### src/rtl/overlap_save_framer.sv
// Overlap-save framer: builds NFFT-sample frames from the previous HALF samples
// followed by HALF new samples, emitted with first/last/idx framing.
module overlap_save_framer #(
  parameter int W    = 16,
  parameter int NFFT = 32
) (
  input  logic                    i_clk,
  input  logic                    i_rst_n,
  input  logic                    i_valid,
  input  logic signed [W-1:0]     i_x_re,
  input  logic signed [W-1:0]     i_x_im,
  output logic                    o_ready,
  output logic                    o_valid,
  output logic signed [W-1:0]     o_y_re,
  output logic signed [W-1:0]     o_y_im,
  output logic                    o_first,
  output logic                    o_last,
  output logic [$clog2(NFFT)-1:0] o_idx
);

  localparam int HALF  = NFFT / 2;
  localparam int IDX_W = $clog2(NFFT);
  localparam int HW    = $clog2(HALF);

  typedef enum logic {FILL, EMIT} state_t;

  state_t                state_q, state_d;
  logic [HW-1:0]         wr_cnt_q, wr_cnt_d;
  logic [IDX_W-1:0]      rd_cnt_q, rd_cnt_d;
  logic                  bank_q, bank_d;
  logic                  primed_q, primed_d;
  logic                  valid_q, valid_d;
  logic                  first_q, first_d;
  logic                  last_q, last_d;
  logic [IDX_W-1:0]      idx_q, idx_d;
  logic signed [W-1:0]   y_re_q, y_re_d;
  logic signed [W-1:0]   y_im_q, y_im_d;

  // Both banks live in one array; the top address bit selects the bank.
  logic signed [W-1:0]   mem_re_q [NFFT];
  logic signed [W-1:0]   mem_im_q [NFFT];

  logic                  wr_en;
  logic [IDX_W-1:0]      wr_addr;
  logic                  rd_old;
  logic [IDX_W-1:0]      rd_addr;

  always_comb begin
    state_d  = state_q;
    wr_cnt_d = wr_cnt_q;
    rd_cnt_d = rd_cnt_q;
    bank_d   = bank_q;
    primed_d = primed_q;
    valid_d  = 1'b0;
    first_d  = 1'b0;
    last_d   = 1'b0;
    idx_d    = idx_q;
    y_re_d   = y_re_q;
    y_im_d   = y_im_q;
    wr_en    = 1'b0;
    wr_addr  = {bank_q, wr_cnt_q};
    rd_old   = ~rd_cnt_q[IDX_W-1];
    rd_addr  = {bank_q ^ rd_old, rd_cnt_q[HW-1:0]};

    case (state_q)
      FILL: begin
        if (i_valid) begin
          wr_en = 1'b1;
          if (wr_cnt_q == HW'(HALF - 1)) begin
            wr_cnt_d = '0;
            rd_cnt_d = '0;
            state_d  = EMIT;
          end else begin
            wr_cnt_d = wr_cnt_q + HW'(1);
          end
        end
      end
      EMIT: begin
        valid_d = 1'b1;
        idx_d   = rd_cnt_q;
        first_d = (rd_cnt_q == '0);
        last_d  = (rd_cnt_q == IDX_W'(NFFT - 1));
        // Until one full frame has gone by, the old half is defined as zeros.
        if (rd_old && !primed_q) begin
          y_re_d = '0;
          y_im_d = '0;
        end else begin
          y_re_d = mem_re_q[rd_addr];
          y_im_d = mem_im_q[rd_addr];
        end
        if (last_d) begin
          bank_d   = ~bank_q;
          primed_d = 1'b1;
          rd_cnt_d = '0;
          state_d  = FILL;
        end else begin
          rd_cnt_d = rd_cnt_q + IDX_W'(1);
        end
      end
      default: state_d = FILL;
    endcase
  end

  always_ff @(posedge i_clk) begin
    if (wr_en) begin
      mem_re_q[wr_addr] <= i_x_re;
      mem_im_q[wr_addr] <= i_x_im;
    end
  end

  always_ff @(posedge i_clk or negedge i_rst_n) begin
    if (!i_rst_n) begin
      state_q  <= FILL;
      wr_cnt_q <= '0;
      rd_cnt_q <= '0;
      bank_q   <= 1'b0;
      primed_q <= 1'b0;
      valid_q  <= 1'b0;
      first_q  <= 1'b0;
      last_q   <= 1'b0;
      idx_q    <= '0;
      y_re_q   <= '0;
      y_im_q   <= '0;
    end else begin
      state_q  <= state_d;
      wr_cnt_q <= wr_cnt_d;
      rd_cnt_q <= rd_cnt_d;
      bank_q   <= bank_d;
      primed_q <= primed_d;
      valid_q  <= valid_d;
      first_q  <= first_d;
      last_q   <= last_d;
      idx_q    <= idx_d;
      y_re_q   <= y_re_d;
      y_im_q   <= y_im_d;
    end
  end

  assign o_ready = (state_q == FILL);
  assign o_valid = valid_q;
  assign o_first = first_q;
  assign o_last  = last_q;
  assign o_idx   = idx_q;
  assign o_y_re  = y_re_q;
  assign o_y_im  = y_im_q;

endmodule

### config.mk
export PLATFORM = sky130hd
export DESIGN_NAME = overlap_save_framer
export DESIGN_NICKNAME = d
export VERILOG_FILES = /design/src/rtl/overlap_save_framer.sv
export SDC_FILE = /design/constraint.sdc
export NUM_CORES = 1
export LEC_CHECK = 0
export CORE_MARGIN = 1
export CORE_UTILIZATION = 55
export DETAILED_ROUTE_END_ITERATION = 6
export GPL_ROUTABILITY_DRIVEN = 1
export PLACE_DENSITY = 0.72
export SETUP_SLACK_MARGIN = 0.2
export SLEW_MARGIN = 20
export SYNTH_ARGS = -nofsm -noshare
export SYNTH_HDL_FRONTEND = slang
export SYNTH_SLANG_ARGS = --single-unit
### constraint.sdc
create_clock -name i_clk -period 5.7 [get_ports i_clk]
set_input_delay 1.14 -clock i_clk [delete_from_list [all_inputs] [get_ports i_clk]]
set_output_delay 1.14 -clock i_clk [all_outputs]
set_load 0.05 [all_outputs]
# Yosys cells after proc, flatten, opt, wreduce, memory -nomap -nowiden
# Memories as Yosys holds them, arrays and structs flattened.
# Index checks and enable logic that the tools add are counted.
# word_totals
reg_bits	52
mem_bits_rw	1024
elab_cells	47
memories	2
# mem_list
name	words	width	rd	rd_clocked_by_memory_dff	write_ports	line_no	source
mem_im_q	32	16	1	0	1	41	logic signed [W-1:0] mem_im_q [NFFT];
mem_re_q	32	16	1	0	1	40	logic signed [W-1:0] mem_re_q [NFFT];
# op_classes
n_addsub	2
eq_ne	4
n_mux	18
bitwise	4
n_reduce_logical	6
# ops
op	n
two-way mux 16 bit	2
two-way mux 5 bit	3
two-way mux 1 bit	10
case mux 5 bit (2 select lines)	1
AND reduction 2 bit	3
adder 5 x 1 -> 5 bit (second input constant)	1
== test 5 bit (second input constant)	1
zero test 5 bit	1
adder 4 x 1 -> 4 bit (second input constant)	1
== test 4 bit (second input constant)	1
two-way mux 4 bit	1
NOT 1 bit	3
inequality test 2 x 1 -> 1 bit (second input constant)	1
inequality test 2 bit (second input constant)	1
case mux 1 bit (2 select lines)	1
logical AND 1 bit	1
zero test 1 bit	1
XOR 1 bit	1

# Longest topological paths before layout
# Gate-level depths: netlist of the first run.
# logic_depth
ltp_word	4
depth_mapped	9

# Least setup slack after synthesis of the first run
# Ideal clock, no wire load.
# synth_path
kind	input port to flip-flop
from	in i_valid
to	mem mem_im_q[15][0] (enable)
setup_ns	0.468
arrival_ns	4.134
required_ns	5.232
setup_slack_ns	1.098
cell_stages	4
path_buffers	1
path_cell_list	nor2b_1 -> clkbuf_1 -> nand3_1 -> nor3b_1
# synth_via
elab_chain_cells	4
# synth_rtl
element	line_no	source
from (decl)	9	input logic i_valid,
two-way mux 1 bit	67	if (i_valid) begin
two-way mux 1 bit	65	case (state_q)
two-way mux 1 bit	105	if (wr_en) begin
two-way mux 1 bit (not written as such)	107	mem_im_q[wr_addr] <= i_x_im;
to (decl)	41	
# Every way passes these cells.

# Worst setup path in the final report of the first run
# layout_path
from	in i_valid
to	mem mem_im_q[30][9] (enable)
# The elaborated chain is that of the path after synthesis.

==> impl_metrics.py, run 1 <==
metrics = {
    "critical_path": {
        "regToRegSetupSlack_ps": 2220,
        "worst_path_max_delay_cell": "nor2_4",
        "end_kind": "register",
        "reg2reg_depth": 5,
        "criticalPathCategory": "primary input to register",
        "arrival_ps": 4100,
        "r2r_start": "rd_cnt_q[0]$_DFFE_PN0P_",
        "critPathMaxFanout": 32,
        "worstPathRequired_ps": 5960,
        "startpoint_type": "primary input",
        "r2r_end": "o_y_re[9]$_DFFE_PN0P_",
        "max_stage_delay_ps": 1070,
        "worstPathCellList": "clkdlybuf4s50_1 > nor2b_1 > nand2_1 > nor2_4",
    },
    "floorplanning": {
        "die_y_um": 278,
        "dieWidth_um": 278,
        "initial_core_util": 0.560,
        "core_um2": 75100,
        "pin_count": 76,
        "dieArea_um2": 77500,
        "rows": 100,
    },
    "cts": {
        "worstSkewPairLatency_ps": 660,
        "tritoncts": "yes",
        "post_cts_resized": 0,
        "cts_setup_buffers": 0,
        "cts_root_buffer": "clkbuf_16",
        "hold_buffers": 0,
        "cts_max_path_buffers": 3,
        "cts_buffers": 105,
        "cts_max_level": 3,
        "clock-sinks": 1076,
        "clkSlewWorstSetupHoldPaths_ps": 60,
    },
    "detailed_routing": {
        "vias": 21300,
        "postRouteAntennaNets": 0,
        "wirelength_um": 102000,
        "drtPass1Iterations": 5,
        "drt_iter0_markers": 2223,
        "wl_per_cell_um": 30.4,
        "drc": 0,
        "vias_per_cell": 6.40,
    },
    "timing": {
        "rsz0062_at_grt": "false",
        "finalCriticalPeriod_ps": 3840,
        "final.period_utilization": 0.673,
        "final-setup-viol-count": 0,
        "hold_viol": 0,
        "timing.final.ws_setup_ps": 1860,
        "clock.fmax_mhz": 261,
        "worst_pin_slew_ps": 1150,
        "tns_ps": 0,
        "slew_headroom": 0.230,
        "slew_viol_final": 0,
        "finClkSkew_ps": 28.0,
    },
    "yosys": {
        "ys_warn_count": 0,
        "syn_nets": 2195,
        "netlist.area_leader.share": 0.732,
        "synthFlopType": "edfxtp_1",
        "ys_top_cells_by_area": "edfxtp_1, mux2i_1, mux4_2",
        "ys_ff_latch": 1076,
        "postSynthAreaPerCell_um2": 19.5,
        "ys_seq_area_frac": 0.763,
        "ys_types": 49,
        "synth.largest_area_cell": "edfxtp_1",
        "synth_edf_count": 1024,
        "synthCells": 2153,
        "synthArstFlopShare": 0.0483,
        "syn_area_um2": 42000,
    },
    "placed_design": {
        "gp_congestion": 0.840,
        "dp.cells": 3133,
        "preCtsSetupSlack_ps": 1180,
        "io_buffers": 75,
        "hpwl_um": 61200,
    },
    "power_and_ir_drop": {
        "p_leak_nw": 15.5,
        "peakVddDrop_v": 0.000300,
        "p_per_area_nw_per_um2": 463,
    },
    "min_path": {
        "worstHoldEndpoint": "o_idx[3]$_DFFE_PN0P_",
        "worstHoldStart": "o_idx[3]$_DFFE_PN0P_",
        "holdPathStages": 1,
        "hp-class": "register to register",
    },
    "finish": {
        "fin_cells": 3335,
        "num_antenna_cells": 0,
        "final_common_cell": "edfxtp_1",
        "fin_nets": 2324,
        "syn_to_final_growth_pct": 13.5,
        "fillers": 5028,
        "mostFrequentLayoutCells": "edfxtp_1, mux2i_1, clkbuf_16",
        "drive_gt1_frac": 0.189,
    },
    "grt": {
        "grt_remaining_overflow": 0,
        "grt_first_pass_wirelength_um": 147000,
        "grt_max_degree": 105,
        "antenna_found_initial": 2,
        "grt_pass1_vias": 21700,
        "grt_usage": 0.264,
    },
    "status": {
        "run_status": "completed",
    },
    "run": {
        "cap_violations": 0,
    },
}
## cell type report
cell class	count	area [um2]	share of cell area
Sequential cell	1076	32100	0.672
Clock buffer	145	2860	0.0600
Inverter	6	22.5	0.000472
Clock inverter	46	490	0.0103
Timing Repair Buffer	148	1500	0.0315
Multi-Input combinational cell	945	9550	0.200
Tap cell	969	1210	0.0254
## worst max-delay path, delay by kind of cell
family,cells,cell delay [ps]
simple gates,3,2370
buf+inv,1,550
## power breakdown
part	switching [mW]	total, mW	internal [mW]
registers	0.382	9.40	9.02
logic	3.61	5.88	2.27
clock network	2.85	6.80	3.95
## cell usage after synthesis, types with 2 or more instances
library cell and count:
mux4_2 107, nor2b_1 4, mux2_2 27, a21oi_1 2, inv_1 5, xnor2_1 3
a2111oi_0 16, nor3b_1 2, a2111oi_4 10, nand2b_1 35, o21ai_1 7, clkbuf_1 69
dfrtp_1 52, buf_1 3, a211oi_1 32, mux2i_1 298, nand3_1 15, ha_1 7
or3_1 2, mux2_4 10, a2bb2oi_1 11, nand3b_1 3, a2111oi_2 6, a221oi_1 18
buf_8 2, a22o_1 2, buf_6 11, o211ai_1 32, a221oi_2 14, or3b_1 4
buf_2 10, a22oi_1 21, buf_4 31, nand4_1 21, nand2_1 96, nor2_1 66
edfxtp_1 1024, o22ai_1 64
## layer usage
layer  global-route usage  part of all wire
met5                    0                 0
met4                0.104             0.037
met2                0.458              0.52
met1                0.340              0.38
met3               0.0324             0.060
## registers in the layout (all words and copies together) (netlist names), 4 cells and up
name / flops
rd_cnt_q: 5
o_y_re: 16
o_idx: 5
mem_im_q: 512
o_y_im: 16
wr_cnt_q: 4
mem_re_q: 512
## worst max path at each step
stage	slack [ps]	depth (start not counted)	from	end
6_report	1860	4	i_valid	mem_im_q[30][9]$_DFFE_PP_
5_1_grt	1800	5	i_valid	mem_re_q[13][14]$_DFFE_PP_
4_1_cts	1900	4	i_valid	mem_re_q[8][6]$_DFFE_PP_
3_5_place_dp	1180	4	i_valid	mem_im_q[17][9]$_DFFE_PP_
3_3_place_gp	1230	4	i_valid	mem_re_q[16][7]$_DFFE_PP_
2_1_floorplan	1100	4	i_valid	mem_im_q[15][0]$_DFFE_PP_
## metrics by stage
stage / power (mW) / instance area [um2] / hold WS [ps] / utilization
2_1_floorplan: 13.5 / 42000 / 352 / -
4_1_cts: 22.1 / 47400 / 512 / 0.632
3_3_place_gp: 15.3 / 44100 / 492 / 0.587
5_1_grt: 22.7 / 47700 / 538 / 0.635
6_report: 22.1 / 47700 / 507 / 0.635
3_5_place_dp: 15.4 / 44100 / 499 / 0.587
## cell families (layout without fill, tap and decap cells)
logic type,Yosys count,count (layout),share of synthesized area
xor gates and xnor gates,4,4,0.000834
adders and majority gates,7,7,0.00208
AOI/OAI and AO/OA,239,239,0.0500
muxes,442,442,0.139
buffers and inverters,132,345,0.0174
DFF,1076,1076,0.763
and+or+nand+nor,253,253,0.0280
No activity file was read; power rests on OpenSTA's default activity.
==> run 2: changes to the inputs <==
- clock period: 5.7 -> 3.85 ns (I/O delays scaled with it)
==> impl_metrics.py, run 2 (same netlist as run 1, synthesis figures left out) <==
metrics = {
    "status": {
        "run_status": "completed",
    },
    "placed_design": {
        "gp_congestion": 0.828,
        "io_buffers": 75,
        "placed_area_um2": 44700,
        "hpwl_um": 58500,
    },
    "floorplanning": {
        "initial_core_util": 0.560,
        "dieArea_um2": 77500,
        "die_y_um": 278,
        "rows": 100,
        "core_um2": 75100,
        "pin_count": 76,
        "dieWidth_um": 278,
    },
    "critical_path": {
        "r2r_start": "rd_cnt_q[1]$_DFFE_PN0P_",
        "crit_end": "o_y_re[15]$_DFFE_PN0P_",
        "r2r_end": "o_y_re[15]$_DFFE_PN0P_",
        "arrival_ps": 3620,
        "worstPathRequired_ps": 4340,
        "crit_start": "rd_cnt_q[1]$_DFFE_PN0P_",
        "regToRegSetupSlack_ps": 720,
        "startpoint_type": "register",
        "critPathMaxFanout": 57,
        "end_kind": "register",
        "criticalPathCategory": "register to register",
        "reg2reg_depth": 4,
    },
    "power_and_ir_drop": {
        "switchingPower_mw": 10.1,
        "p_int_mw": 23.2,
        "p_per_area_nw_per_um2": 691,
        "power.share.clock": 0.319,
        "seqPwrFrac": 0.416,
        "p_leak_nw": 15.9,
        "peakVddDrop_v": 0.000508,
        "pwr-share-comb": 0.264,
        "p_sw_frac": 0.304,
    },
    "grt": {
        "antenna_found_initial": 0,
        "grt_first_pass_wirelength_um": 150000,
        "grt_max_degree": 58,
        "grt_remaining_overflow": 0,
        "grt_usage": 0.269,
        "grt_pass1_vias": 22400,
    },
    "cts": {
        "post_cts_resized": 0,
        "clock-sinks": 1076,
        "cts_setup_buffers": 0,
        "cts_buffers": 104,
        "cts_max_level": 3,
        "clkSlewWorstSetupHoldPaths_ps": 70,
        "hold_buffers": 0,
        "worstSkewPairLatency_ps": 670,
        "cts_root_buffer": "clkbuf_16",
        "tritoncts": "yes",
        "cts_max_path_buffers": 3,
    },
    "timing": {
        "slew_headroom": 0.225,
        "slew_viol_final": 0,
        "rsz0062_at_grt": "false",
        "hold_viol": 0,
        "worst_pin_slew_ps": 1160,
        "final.period_utilization": 0.812,
        "finClkSkew_ps": 24.1,
        "tns_ps": 0,
        "finalCriticalPeriod_ps": 3130,
        "final-setup-viol-count": 0,
        "clock.fmax_mhz": 320,
    },
    "finish": {
        "design_area_um2": 48200,
        "largestRegisters": "mem_im_q x512, mem_re_q x512",
        "fin_nets": 2351,
        "syn_to_final_growth_pct": 14.8,
        "final_common_cell": "edfxtp_1",
        "mostFrequentLayoutCells": "edfxtp_1, mux2i_1, mux4_2, clkbuf_16, nand2_1",
        "drive_gt1_frac": 0.215,
    },
    "detailed_routing": {
        "vias": 21800,
        "wl_per_cell_um": 30.4,
        "drc": 0,
        "vias_per_cell": 6.48,
        "drtPass1Iterations": 6,
        "wirelength_um": 103000,
        "postRouteAntennaNets": 0,
        "drt_iter0_markers": 2279,
    },
    "min_path": {
        "hp-class": "primary input to asynchronous set/reset pin",
    },
    "run": {
        "cap_violations": 0,
    },
}
## run 2: through the flow
stage | cells | worst slack (ps) | power (mW) | utilization | hold slack (ps)
2_1_floorplan | 2153 | -382 | 20.0 | - | 352
3_3_place_gp | 3172 | 508 | 22.7 | 0.595 | 494
6_report | 3371 | 725 | 33.4 | 0.643 | 260
4_1_cts | 3370 | 730 | 33.5 | 0.644 | 264
3_5_place_dp | 3172 | 494 | 22.9 | 0.595 | 496
5_1_grt | 3370 | 613 | 34.4 | 0.642 | 289
## run 2: layout make-up
type | instances | area [um2]
diodes | 1 | 2.50
clock buffers | 143 | 2990
clock inverters | 55 | 657
fillers | 4974 | 26800
inverters | 6 | 22.5
multi-input cells | 945 | 9540
flip-flops and latches | 1076 | 32100
well taps | 969 | 1210
repair buffers | 176 | 1740
## run 2: worst max-delay path, cell delays in order (launching register included)
cell	delay [ps]
dfrtp_4	750
or3b_4	1140
o211ai_1	240
a2111oi_0	620
a221oi_1	140
## run 2: worst min-delay path by stage
stage / slack [ps] / from / end
final: 260 / i_rst_n / o_y_im[1]$_DFFE_PN0P_
after global routing: 290 / i_rst_n / o_y_im[1]$_DFFE_PN0P_
after floorplan: 350 / state_q$_DFF_PN0_ / o_valid$_DFF_PN0_
after global placement: 490 / o_idx[4]$_DFFE_PN0P_ / o_idx[4]$_DFFE_PN0P_
after detailed placement: 500 / o_idx[4]$_DFFE_PN0P_ / o_idx[4]$_DFFE_PN0P_
after CTS: 260 / i_rst_n / o_y_im[1]$_DFFE_PN0P_
## run 2: routing by layer
metal,GRT usage,share of wire
met1,0.364,0.39
met5,0,0
met2,0.445,0.50
met3,0.0478,0.078
met4,0.0868,0.033
## run 2: power groups by stage
stage / sequential (mW) / combinational (mW) / clock (mW)
finish: 13.9 / 8.81 / 10.7
global route: 13.9 / 9.23 / 11.2
CTS: 13.9 / 8.82 / 10.8
detailed placement: 14.1 / 8.76 / 0
global placement: 14.1 / 8.62 / 0
floorplan: 14.0 / 5.99 / 0
